## src/rtl/mem_stage_pkg.sv

```systemverilog
// Shared pipeline definitions for the memory stage: EX/MEM and MEM/WB field
// positions, handshake FSM encoding and the aborted-load data value.
package mem_stage_pkg;

  localparam int EXMEM_W        = 38;
  localparam int MEMWB_W        = 21;

  localparam int EXMEM_ADDR_HI  = 37;
  localparam int EXMEM_ADDR_LO  = 22;
  localparam int EXMEM_MEMW     = 21;
  localparam int EXMEM_WDATA_HI = 20;
  localparam int EXMEM_WDATA_LO = 5;
  localparam int EXMEM_WB       = 4;
  localparam int EXMEM_DEST_HI  = 3;
  localparam int EXMEM_DEST_LO  = 1;
  localparam int EXMEM_LOAD     = 0;

  localparam int MEMWB_VAL_HI   = 20;
  localparam int MEMWB_VAL_LO   = 5;

  localparam logic [15:0] LOAD_ERR_DEFAULT = 16'hDEAD;

  typedef enum logic [1:0] {
    IDLE = 2'd0,
    WAIT = 2'd1,
    DONE = 2'd2
  } hs_state_t;

endpackage

```

## src/rtl/mem_stage_dmem_handshake.sv

```systemverilog
// Data-memory req/ack handshake: access FSM, captured load data and, when
// MEM_TIMEOUT_EN is defined, the request timeout with a sticky error flag.
module dmem_handshake
  import mem_stage_pkg::*;
#(
  parameter int          TIMEOUT_CYCLES = 255,
  parameter logic [15:0] LOAD_ERR_VALUE = LOAD_ERR_DEFAULT
) (
  input  logic        clk,
  input  logic        rst,
  input  logic        stall_in,
  input  logic        mem_op,
  input  logic        dmem_ack,
  input  logic [15:0] dmem_rdata,
  output logic        dmem_req,
  output logic        stall_out,
  output logic [15:0] load_data,
  output logic        mem_err
);

`ifdef MEM_TIMEOUT_EN
  localparam bit TMO_EN = 1'b1;
`else
  localparam bit TMO_EN = 1'b0;
`endif
  localparam int               CNT_W    = $clog2(TIMEOUT_CYCLES + 1);
  localparam logic [CNT_W-1:0] TMO_LAST = CNT_W'(TIMEOUT_CYCLES - 1);

  hs_state_t        state;
  logic [15:0]      cap;
  logic [CNT_W-1:0] cnt;
  logic             tmo_hit;
  logic             ack_eff;
  logic             live;
  logic [15:0]      rdata_eff;

  // A timeout stands in for the ack so the pipeline drains with error data.
  assign tmo_hit   = TMO_EN && (state == WAIT) && (cnt == TMO_LAST);
  assign ack_eff   = dmem_ack | tmo_hit;
  assign live      = mem_op & (state != DONE);
  assign rdata_eff = tmo_hit ? LOAD_ERR_VALUE : dmem_rdata;
  assign load_data = (live & ack_eff) ? rdata_eff : cap;

  // Reset gates the request and freeze so an in-flight access drops at once.
  assign stall_out = rst & live & ~ack_eff;
  assign dmem_req  = rst & (((state == IDLE) & mem_op) | ((state == WAIT) & ~tmo_hit));

  always_ff @(posedge clk or negedge rst) begin
    if (!rst) begin
      state <= IDLE;
      cap   <= '0;
    end else begin
      case (state)
        IDLE: if (mem_op) begin
          if (dmem_ack) begin
            cap   <= dmem_rdata;
            state <= stall_in ? DONE : IDLE;
          end else begin
            state <= WAIT;
          end
        end
        WAIT: if (ack_eff) begin
          cap   <= rdata_eff;
          state <= stall_in ? DONE : IDLE;
        end
        DONE: if (!stall_in) state <= IDLE;
        default: state <= IDLE;
      endcase
    end
  end

`ifdef MEM_TIMEOUT_EN
  always_ff @(posedge clk or negedge rst) begin
    if (!rst) begin
      cnt     <= '0;
      mem_err <= 1'b0;
    end else begin
      cnt <= (state == WAIT && !ack_eff) ? cnt + 1'b1 : '0;
      if (tmo_hit) mem_err <= 1'b1;
    end
  end
`else
  assign cnt     = '0;
  assign mem_err = 1'b0;
`endif

endmodule

```

## src/rtl/mem_stage.sv

```systemverilog
// Memory stage: slices the EX/MEM bus, drives the data-memory handshake and
// registers MEM/WB. Optional request timeout enabled by MEM_TIMEOUT_EN.
module mem_stage
  import mem_stage_pkg::*;
#(
  parameter int          TIMEOUT_CYCLES = 255,
  parameter logic [15:0] LOAD_ERR_VALUE = LOAD_ERR_DEFAULT
) (
  input  logic               clk,
  input  logic               rst,
  input  logic               stall_in,
  input  logic [EXMEM_W-1:0] pipline_reg_in,
  output logic [MEMWB_W-1:0] pipline_reg_out,
  output logic [15:0]        Mem_data,
  output logic [2:0]         mem_op_dest,
  output logic               stall_out,
  output logic               dmem_req,
  output logic               dmem_we,
  output logic [15:0]        dmem_addr,
  output logic [15:0]        dmem_wdata,
  input  logic [15:0]        dmem_rdata,
  input  logic               dmem_ack,
  output logic               mem_err
);

  logic [15:0] addr;
  logic        mem_op;
  logic        is_load;
  logic [15:0] load_data;
  logic [15:0] wb_val;

  assign addr    = pipline_reg_in[EXMEM_ADDR_HI:EXMEM_ADDR_LO];
  assign mem_op  = pipline_reg_in[EXMEM_MEMW] | pipline_reg_in[EXMEM_LOAD];
  // Both access bits set resolves to a store.
  assign is_load = pipline_reg_in[EXMEM_LOAD] & ~pipline_reg_in[EXMEM_MEMW];

  assign Mem_data    = addr;
  assign mem_op_dest = pipline_reg_in[EXMEM_WB] ? pipline_reg_in[EXMEM_DEST_HI:EXMEM_DEST_LO] : 3'b0;
  assign dmem_we     = pipline_reg_in[EXMEM_MEMW];
  assign dmem_addr   = addr;
  assign dmem_wdata  = pipline_reg_in[EXMEM_WDATA_HI:EXMEM_WDATA_LO];
  assign wb_val      = is_load ? load_data : addr;

  dmem_handshake #(
    .TIMEOUT_CYCLES (TIMEOUT_CYCLES),
    .LOAD_ERR_VALUE (LOAD_ERR_VALUE)
  ) u_hs (
    .clk        (clk),
    .rst        (rst),
    .stall_in   (stall_in),
    .mem_op     (mem_op),
    .dmem_ack   (dmem_ack),
    .dmem_rdata (dmem_rdata),
    .dmem_req   (dmem_req),
    .stall_out  (stall_out),
    .load_data  (load_data),
    .mem_err    (mem_err)
  );

  // MEM/WB boundary: external freeze wins over bubble insertion.
  always_ff @(posedge clk or negedge rst) begin
    if (!rst) begin
      pipline_reg_out <= '0;
    end else if (!stall_in) begin
      pipline_reg_out <= stall_out ? '0 : {wb_val, pipline_reg_in[EXMEM_WB:EXMEM_LOAD]};
    end
  end

endmodule

```

## config.mk

```make
export PLATFORM = sky130hd
export DESIGN_NAME = mem_stage
export DESIGN_NICKNAME = d
export VERILOG_FILES = /design/src/rtl/mem_stage_pkg.sv /design/src/rtl/mem_stage_dmem_handshake.sv /design/src/rtl/mem_stage.sv
export SDC_FILE = /design/constraint.sdc
export NUM_CORES = 1
export LEC_CHECK = 0
export ABC_AREA = 1
export CORE_ASPECT_RATIO = 0.6
export CORE_MARGIN = 3
export CORE_UTILIZATION = 40
export DETAILED_ROUTE_END_ITERATION = 10
export PLACE_DENSITY = 0.77
export RECOVER_POWER = 50
export SLEW_MARGIN = 20
export SYNTH_ARGS = -nofsm -noshare
export SYNTH_HDL_FRONTEND = slang
export SYNTH_HIERARCHICAL = 1
export SYNTH_SLANG_ARGS = --single-unit
```

## constraint.sdc

```tcl
create_clock -name clk -period 1.8 [get_ports clk]
set_input_delay 0.27 -clock clk [delete_from_list [all_inputs] [get_ports clk]]
set_output_delay 0.27 -clock clk [all_outputs]
set_load 0.05 [all_outputs]
```

* Word-level counts from Yosys, hierarchy flattened
Index checks and enable logic that the tools add are counted.
** Storage, ports and cells
- Flip-flop bits (word level) :: 39
- Output and inout port bits :: 76
- Word-level logic and storage cells :: 37
** Cells by class
- Equal/unequal tests :: 6
- Mux-type cells :: 13
- Bitwise operators :: 11
- Reductions and logical operators :: 4
** Operators by type and width (count)
- $mux 16 :: 4
- $pmux 16 s2 :: 1
- $mux 21 :: 1
- $mux 2 :: 5
- $and 1x1->1 :: 7
- $ne 2x2->1 const B :: 3
- $pmux 2 s3 :: 1
- $mux 3 :: 1
- $reduce_and 3->1 :: 1
- $eq 2x1->1 const B :: 1
- $eq 2x2->1 const B :: 1
- $logic_not 2->1 :: 1
- $ne 2x1->1 const B :: 1
- $not 1->1 :: 2
- $or 1x1->1 :: 2
- $reduce_and 2->1 :: 1
- $reduce_bool 2->1 :: 1

* Longest topological paths before layout
- Depth after elaboration :: 6
- Depth in mapped cells :: 12
- Depth with buffers taken out :: 9

* Cells and area by module
Netlist, hierarchy kept.
** Modules (own cells, without submodules)
- mem_stage :: times used 1, cells an instance 215, area each 1516.5 um2, sequential area each 525.5 um2
- dmem_handshake :: times used 1, cells an instance 140, area each 1066.0 um2, sequential area each 450.4 um2

* Worst setup path before layout
OpenSTA, ideal clock, no wires.
- Kind :: input-to-reg
- Start point :: in pipline_reg_in[0]
- End point :: reg pipline_reg_out[10]
- Setup time :: 0.118 ns
- Arrival time :: 2.218 ns
- Data required time :: 1.682 ns
- Path slack :: -0.536 ns
- Stages on the path :: 11
- Path buffers :: 5
- Cell sequence :: buf_6 buf_4 or2_1 buf_6 buf_2 nand3_1 nor2_1 nor2_1 buf_2 nand3_1 nand2_1
** RTL lines
- start, declared :: RTL line mem_stage.sv:12 : input logic [EXMEM_W-1:0] pipline_reg_in,
- $or 1x1->1 :: RTL line mem_stage.sv:33 : assign mem_op = pipline_reg_in[EXMEM_MEMW] | pipline_reg_in[EXMEM_LOAD];
- net mem_op :: RTL line mem_stage.sv:27 : logic mem_op;
- $and 1x1->1 :: RTL line mem_stage_dmem_handshake.sv:40 : assign live = mem_op & (state != DONE);
- $and 1x1->1 (2 in series) :: RTL line mem_stage_dmem_handshake.sv:45 : assign stall_out = rst & live & ~ack_eff;
- net stall_out :: RTL line mem_stage.sv:16 : output logic stall_out,
- $mux 21 :: RTL line mem_stage.sv:65 : pipline_reg_out <= stall_out ? '0 : {wb_val, pipline_reg_in[EXMEM_WB:EXMEM_LOAD]};
- end signal, assigned :: RTL line mem_stage.sv:65
- end, declared :: RTL line mem_stage.sv:13 : output logic [MEMWB_W-1:0] pipline_reg_out,
The timed path passes the listed nets, and every way through them passes these cells.
A chain may end at the register's enable or synchronous reset.

* Worst setup path in the final report
- Start point :: reg pipline_reg_out[19]
- End point :: out pipline_reg_out[19]
No word-level cell between the ends.

==> impl_metrics.ini <==
[detailed_routing]
wl_per_cell_um = 14.2
dr.pass1.iters = 4
via_per_inst = 4.89
routed_wirelength_mm = 7.02
drt_iter0_drc = 78
ant_nets = 0
drc = 0
dr_total_vias = 2419

[power]
sw_frac_of_total = 0.364
internal-power_mw = 2.03
fin_total_pwr_mw = 3.19
p_leak_nw = 2.04
p_per_area_nw_per_um2 = 845
pwr-share-clk = 0.275
seqPwrFrac = 0.339
irDropWorstVdd_v = 0.000435
power_switching_mw = 1.16
comb_power_share = 0.386

[layout]
register_area_um2 = 976
postLayoutCoreUtil = 0.639
drive_above_1_share = 0.159
stdcell_area_um2 = 3770
nets = 472
num-fill-cells = 530
final_common_cell = nand2_1
multi_input_area_um2 = 971
final_cell_mix = nand2_1 (130), nand3_1 (51), clkdlybuf4s50_1 (46), dfrtp_1 (39), inv_1 (36)
area_delta_synth_final_pct = 46.2
diodes = 0

[worst_hold_path]
min_path_type = reg2reg
holdPathStages = 2

[clock_network]
clkSlewWorstSetupHoldPaths_ps = 80
cts_root_buffer = clkbuf_8
cts_tree = done
clock_latency_ps = 300
clock-sinks = 39
ctsLongestPathBuffers = 2
htree_levels = 2
cts_buffers = 5

[grt]
grt_first_pass_wirelength_mm = 11.3
gr-total-overflow = 0
grt_max_degree = 24
antenna_found_initial = 0
grt_pass1_vias = 2336
gr-usage-all-layers = 0.194

[placed_design]
dpl_cell_area_um2 = 3700
hpwl_mm = 5.40
port_buffers = 100
routabilityCongestion = 0.798

[sta]
period_share = 0.976
worst_pin_slew_ps = 635
max_clock_freq_mhz = 569
period_needed_ps = 1760
final-max-slew-violation-count = 0
fin_tns_setup_ps = 0
rsz0062_at_grt = false
finalHoldViolCount = 0
setup_violations = 0
relSlewSlack = 0.579
fin_skew_ps = 6.51

[yosys]
syn_avg_cell_area_um2 = 7.27
synth_ff_type = dfrtp_1
synth_edf_count = 0
ys_warn_count = 6
ys_async_sr_fraction = 1.00
synth_fp_nets = 413
ys_seq_elements = 39
yosys.area.top_type = dfrtp_1
synth_seq_area_share = 0.378
synth_cell_types = 19
synth_area_um2 = 2580
syn_inst = 355
synth.top_cells.by_area = dfrtp_1 (38%), nand2_1 (19%), buf_4 (16%)
synth_top_area_frac = 0.378

[setup_path]
worstSetupEndpoint = pipline_reg_out[19]
cp_num_cells = 1
start_kind = register
worstSetupStartpoint = pipline_reg_out[19]
crit_arrival_ps = 1490
regToRegEndpoint = pipline_reg_out[16]
slowest_stage = clkdlybuf4s50_1
reg2reg_from = u_hs/state[1]
critPathMaxFanout = 2
required_ps = 1530
endpoint_kind = output port
r2r_setup_slack_ps = 330
setup.worst_path.class = reg2out
max_stage_delay_ps = 820
crit_family = buffers and inverters
critPathBufInv = 1
path_cells = clkdlybuf4s50_1
r2r_cells = 9

[run]
max-cap-violations = 0

[floorplanning]
io_pins = 134
rows = 21
start_util = 0.437
core_area_um2 = 5910
die_height_um = 68.2
dieArea_um2 = 7490
dieWidth_um = 110

[run_status]
status = completed
==> repair_timing <==
item | in CTS | in global routing
resized for setup | 1 | 1
endpoints found under the hold margin | 6 | 0
pin swaps | 0 | 1
buffers inserted | 0 | 3
hold buffers | 2 | 0
setup endpoints to repair | 2 | 2
==> flip-flops by register name, indices dropped and copies added, names as in the netlist <==
name,count
pipline_reg_out,21
u_hs/cap,16
u_hs/state,2
==> worst min-delay path by stage <==
stage                             from            endpoint  slack, ps
after floorplan                    rst  pipline_reg_out[0]        -30
after global placement             rst       u_hs/state[0]        140
after detailed placement           rst       u_hs/state[0]        150
after CTS                 u_hs/cap[15]        u_hs/cap[15]        480
after global routing       u_hs/cap[4]         u_hs/cap[4]        500
final                      u_hs/cap[8]         u_hs/cap[8]        470
==> power groups by stage <==
stage / registers, mW / logic [mW] / clock network [mW]
final: 1.08 / 1.23 / 0.878
after global routing: 1.10 / 1.33 / 0.933
after CTS: 1.08 / 1.28 / 0.888
after detailed placement: 1.10 / 1.27 / 0
after global placement: 1.09 / 1.25 / 0
after floorplan: 1.29 / 0.680 / 0
==> cell type report <==
class / instances / area share
timing repair buffer: 119 / 0.384
inverter: 39 / 0.0388
clock buffer: 6 / 0.0192
multi-input combinational: 210 / 0.257
sequential: 39 / 0.259
clock inverter: 2 / 0.0159
tap: 80 / 0.0265
==> routing by layer <==
layer,global-route usage,wire length [µm]
met2,0.306,3240
met5,0,0
met1,0.257,3020
met4,0.0607,74
met3,0.0613,686
==> metrics by stage <==
stage | instances | hold WS [ps] | setup WS [ps]
after floorplan | 355 | -25.6 | 10.7
after global placement | 482 | 135 | -61.7
after detailed placement | 482 | 145 | -121
after CTS | 492 | 478 | 25.0
after global routing | 495 | 496 | 0.336
final | 495 | 474 | 43.6
==> cell usage after synthesis (2+ instances only) <==
master	number
buf_2	6
inv_1	36
nand2_1	130
inv_2	3
dfrtp_1	39
nor2_4	2
nand2_4	3
buf_4	54
nand4_1	16
buf_6	6
nor2_1	2
nand3_1	51
==> logic make-up after synthesis <==
family / Yosys count / synth area share
buffers and inverters: 106 / 0.253
DFF: 39 / 0.378
other: 1 / 0.00145
and+or+nand+nor: 209 / 0.368
No activity file was read; power rests on OpenSTA's default activity.
==> RTL change 1: new RTL, same flow settings <==
Build with the macro `MEM_TIMEOUT_EN` defined.
--- a/src/rtl/mem_stage_dmem_handshake.sv
+++ b/src/rtl/mem_stage_dmem_handshake.sv
@@ -1,5 +1,7 @@
 // Data-memory req/ack handshake: access FSM, captured load data and, when
 // MEM_TIMEOUT_EN is defined, the request timeout with a sticky error flag.
+`define MEM_TIMEOUT_EN
+
 module dmem_handshake
   import mem_stage_pkg::*;
 #(
Behaviour: same outputs for any inputs over 10 cycles, from zero or initial values and one cycle with rst low; that may be too few to reach the edited logic, so the function may still have changed.
==> RTL change 1 against the original RTL <==
The flow now finishes with violations (negative setup slack). Clock skew down 0.0010 ns. Sequential cell count up 9. Wire length up 36%. Synthesized area up 23%. Worst setup slack worse by 0.21 ns. Hold slack worse by 0.11 ns. Design area up 32%. Critical path type unchanged. Critical endpoint is now stall_out.
Power is not compared: it rests on default switching activity, and its combinational part moved more than twofold at a synthesized area within 25%.
==> RTL change 1: results (changes against the original RTL) <==
Clocking
  • Worst-Skew Late Latency: 0.30 ns (about the same)
  • Worst-path clk slew: 0.07 ns
  • CTS max path bufs: 2 (unchanged)
  • Root buffer cell: clkbuf_16

Setup path
  • R2R Path Start: u_hs/cnt[0]
  • FF-to-FF path depth: 15 (+6)
  • Max FO, Critical Path: 3 (+1)
  • WP data arrival: 1.70 ns (+0.21 ns)
  • Crit. Startpoint: u_hs/cnt[1]
  • Setup crit end: stall_out
  • R2r setup slk: -0.10 ns (-0.43 ns)
  • Reg2reg end: pipline_reg_out[6]

Placement
  • PortBufs: 101 (+1.0%)
  • RD Place Congestion: 0.905 (+13%)
  • Dpl cell area: 4460 um^2 (+21%)
  • Detail Placement HPWL: 6480 um (+20%)

Synth
  • Synth cell count leaders: nand2_1 (157), inv_1 (61), buf_4 (56)
  • Sequential cell area fraction in the yosys report: 0.378 (about the same)
  • Netlist cell types: 26 (+7)
  • Syn Nets: 499 (+21%)
  • Adder-cell share of the synthesized area: 0.00788 (+0.00788)
  • Post-synthesis xor/xnor area fraction: 0.00827 (+0.00827)
  • Complex-gate fraction of the synthesized area: 0.0225 (+0.0225)
  • Synth area leaders: dfrtp_1 (38%), nand2_1 (19%), buf_4 (13%)
  • Syn. warnings: 6 (unchanged)

STA
  • Fin worst setup slack: -0.169 ns (-0.212 ns)
  • Max transition margin: 0.190 (-0.389)
  • Setup Skew: 0.00549 ns (-0.00102 ns)
  • Final setup viols: 23 (+23)

Finish
  • Area taken by multi-input logic gates: 1600 um^2 (+65%)
  • Nonclk buf count: 129 (+8.4%)
  • Multi-Input Combinational: 261 (+24%)
  • Filler cell count in the final layout: 570 (+7.5%)
  • Inverters excl. clock: 63 (+62%)
  • Nets: 568 (+20%)
  • Seq cells: 48 (+23%)
  • Fraction of area in registers: 0.241 (-0.0179)
  • Largest registers: pipline_reg_out x21, u_hs/cap x16, u_hs/cnt x8
  • Non-clock buffers, area share: 0.334 (-0.0497)
  • Layout cell share with drive strength beyond 1: 0.324 (+0.165)

Route
  • Detailed-route via count: 3097 (+28%)
  • Drt pass-1 iters: 5 (+1)
  • Routed len/inst: 15.6 um (+10%)
  • DR WL met3: 911 um (+33%)
  • Routed wl met2: 4570 um (+41%)
  • DRT iter0 DRCs: 265 (+240%)
  • M1 wire length: 3990 um (+32%)

Run status
  • Failing checks: negative setup slack
  • Outcome: finished, violations left

Global route
  • Met1 Usage GRT: 0.262 (+0.00494)
  • Largest net degree at the start of global routing: 49 (+100%)
  • M2 GR Usage: 0.342 (+0.0357)
  • Vias in the first global route: 3084 (+32%)
  • GRT Overall Usage: 0.206 (+0.0115)
  • First-pass GRT wire length: 14800 um (+31%)

Floorplanning
  • Die X: 121 um (+10%)
## RTL change 1: repair_timing
item | CTS | global route
buffers inserted | 5 | 3
pin swaps | 19 | 30
setup endpoints to repair | 18 | 18
gates resized for setup | 29 | 54
cloned | 2 | 1
## RTL change 1: metrics by stage
| stage | setup TNS, ns | instances | utilization | hold WS [ns] |
|---|---|---|---|---|
| 5_1_grt | -3.57 | 613 | 0.668 | 0.487 |
| 3_5_place_dp | -3.16 | 595 | 0.597 | 0.445 |
| 4_1_cts | -0.833 | 609 | 0.642 | 0.122 |
| 3_3_place_gp | -1.92 | 595 | 0.597 | 0.437 |
| 6_report | -1.32 | 613 | 0.668 | 0.364 |
| 2_1_floorplan | -3.68 | 439 | - | -0.0256 |
## RTL change 1: worst max-delay path: stages, from the launching register on
cell     delay (ns)
dfrtp_1        0.42
ha_4           0.18
nand2_4        0.07
nor2_4         0.05
nand3_4        0.07
nand2_4        0.07
buf_12         0.13
nor3_4         0.24
buf_12         0.17
==> RTL change 2: new RTL, config.mk and constraints unchanged <==
Without the edit above. Encoding of `hs_state_t`: now one-hot (3 bits for 3 states).
--- a/src/rtl/mem_stage_pkg.sv
+++ b/src/rtl/mem_stage_pkg.sv
@@ -20,10 +20,10 @@
 
   localparam logic [15:0] LOAD_ERR_DEFAULT = 16'hDEAD;
 
-  typedef enum logic [1:0] {
-    IDLE = 2'd0,
-    WAIT = 2'd1,
-    DONE = 2'd2
+  typedef enum logic [2:0] {
+    IDLE = 3'b001,
+    WAIT = 3'b010,
+    DONE = 3'b100
   } hs_state_t;
 
 endpackage
Behaviour: no difference found for any inputs over 10 cycles, from zero or initial values and one cycle with rst low; not proved beyond that.
==> RTL change 2 against the original RTL <==
Die area increased by 1.1%. Sequential cell count increased by 1. Clock skew about the same. Wire length decreased by 1.1%. Total power increased by 28%. Worst setup slack got worse by 0.019 ns. Synthesized area increased by 1.2%. Design area increased by 1.4%. Count of clock-buffer cells in the layout increased by 1. Critical endpoint is now dmem_req.
==> RTL change 2: results (changes against the original RTL) <==
Run status
  • Outcome: complete, no violations

Setup path
  • R2R Path Start: u_hs/state[0]
  • Critical Path Slowest Stage Cell: dfstp_2
  • R2r setup slk: 0.19 ns (-0.14 ns)
  • Reg2reg end: pipline_reg_out[11]
  • Top delay family on crit path: flip-flops
  • CP peak stage delay: 0.55 ns (-0.27 ns)
  • Max FO, Critical Path: 3 (+1)
  • WP data arrival: 1.51 ns (+0.02 ns)

Pwr
  • Combinational power: 1.94 mW (+58%)
  • VDD IR max: 0.586 mV (+35%)

Global route
  • Vias in the first global route: 2132 (-8.7%)
  • Largest net degree at the start of global routing: 41 (+71%)
  • Met1 Usage GRT: 0.269 (+0.0118)
  • M3 GR Usage: 0.0502 (-0.0110)
  • M2 GR Usage: 0.274 (-0.0321)

Route
  • Detailed-route via count: 2371 (-2.0%)
  • DRT iter0 DRCs: 205 (+160%)
  • M1 wire length: 3300 um (+9.2%)
  • DR WL met3: 647 um (-5.7%)

Placement
  • Detail Placement HPWL: 5450 um (+0.82%)

Finish
  • Nets: 481 (+1.9%)
  • Area taken by multi-input logic gates: 946 um^2 (-2.6%)
  • Clk tree area frac: 0.0330 (-0.00211)
  • Register area: 1000 um^2 (+2.7%)
  • Largest registers: pipline_reg_out x21, u_hs/cap x16, u_hs/state x3
  • Inverters excl. clock: 57 (+46%)
  • Layout area overhead: 46.5%
  • Non-clock buffers, area share: 0.374 (-0.00940)
  • Multi-Input Combinational: 208 (-0.95%)

Synth
  • Syn Nets: 428 (+3.6%)
  • Mapped Area: 2610 um^2 (+1.2%)
  • Complex-gate fraction of the synthesized area: 0.0364 (+0.0364)

STA
  • Setup Skew: 0.00682 ns (+0.000312 ns)
==> RTL change 2: changes by cell type in the layout (fill, tap and decap cells not counted), sizes merged, moves of 3 or more <==
cell	before	now
o21ai	0	17
dlymetal6s2s	10	0
buf	44	48
nand3	52	55
clkdlybuf4s50	46	54
inv	39	57
nand2	134	124
nand4	16	1
dlygate4sd3	12	2
==> RTL change 2: how the worst max path moves through the flow <==
stage | start | cells past startpoint | slack, ns | to
finish | u_hs/state[0] | 5 | 0.02 | dmem_req
detailed placement | pipline_reg_in[0] | 6 | -0.08 | u_hs/cap[3]
global placement | pipline_reg_in[0] | 6 | 0.02 | u_hs/cap[13]
global route | u_hs/state[0] | 5 | -0.03 | dmem_req
CTS | u_hs/state[0] | 5 | 0.004 | dmem_req
floorplan | pipline_reg_in[0] | 9 | 0.04 | pipline_reg_out[10]
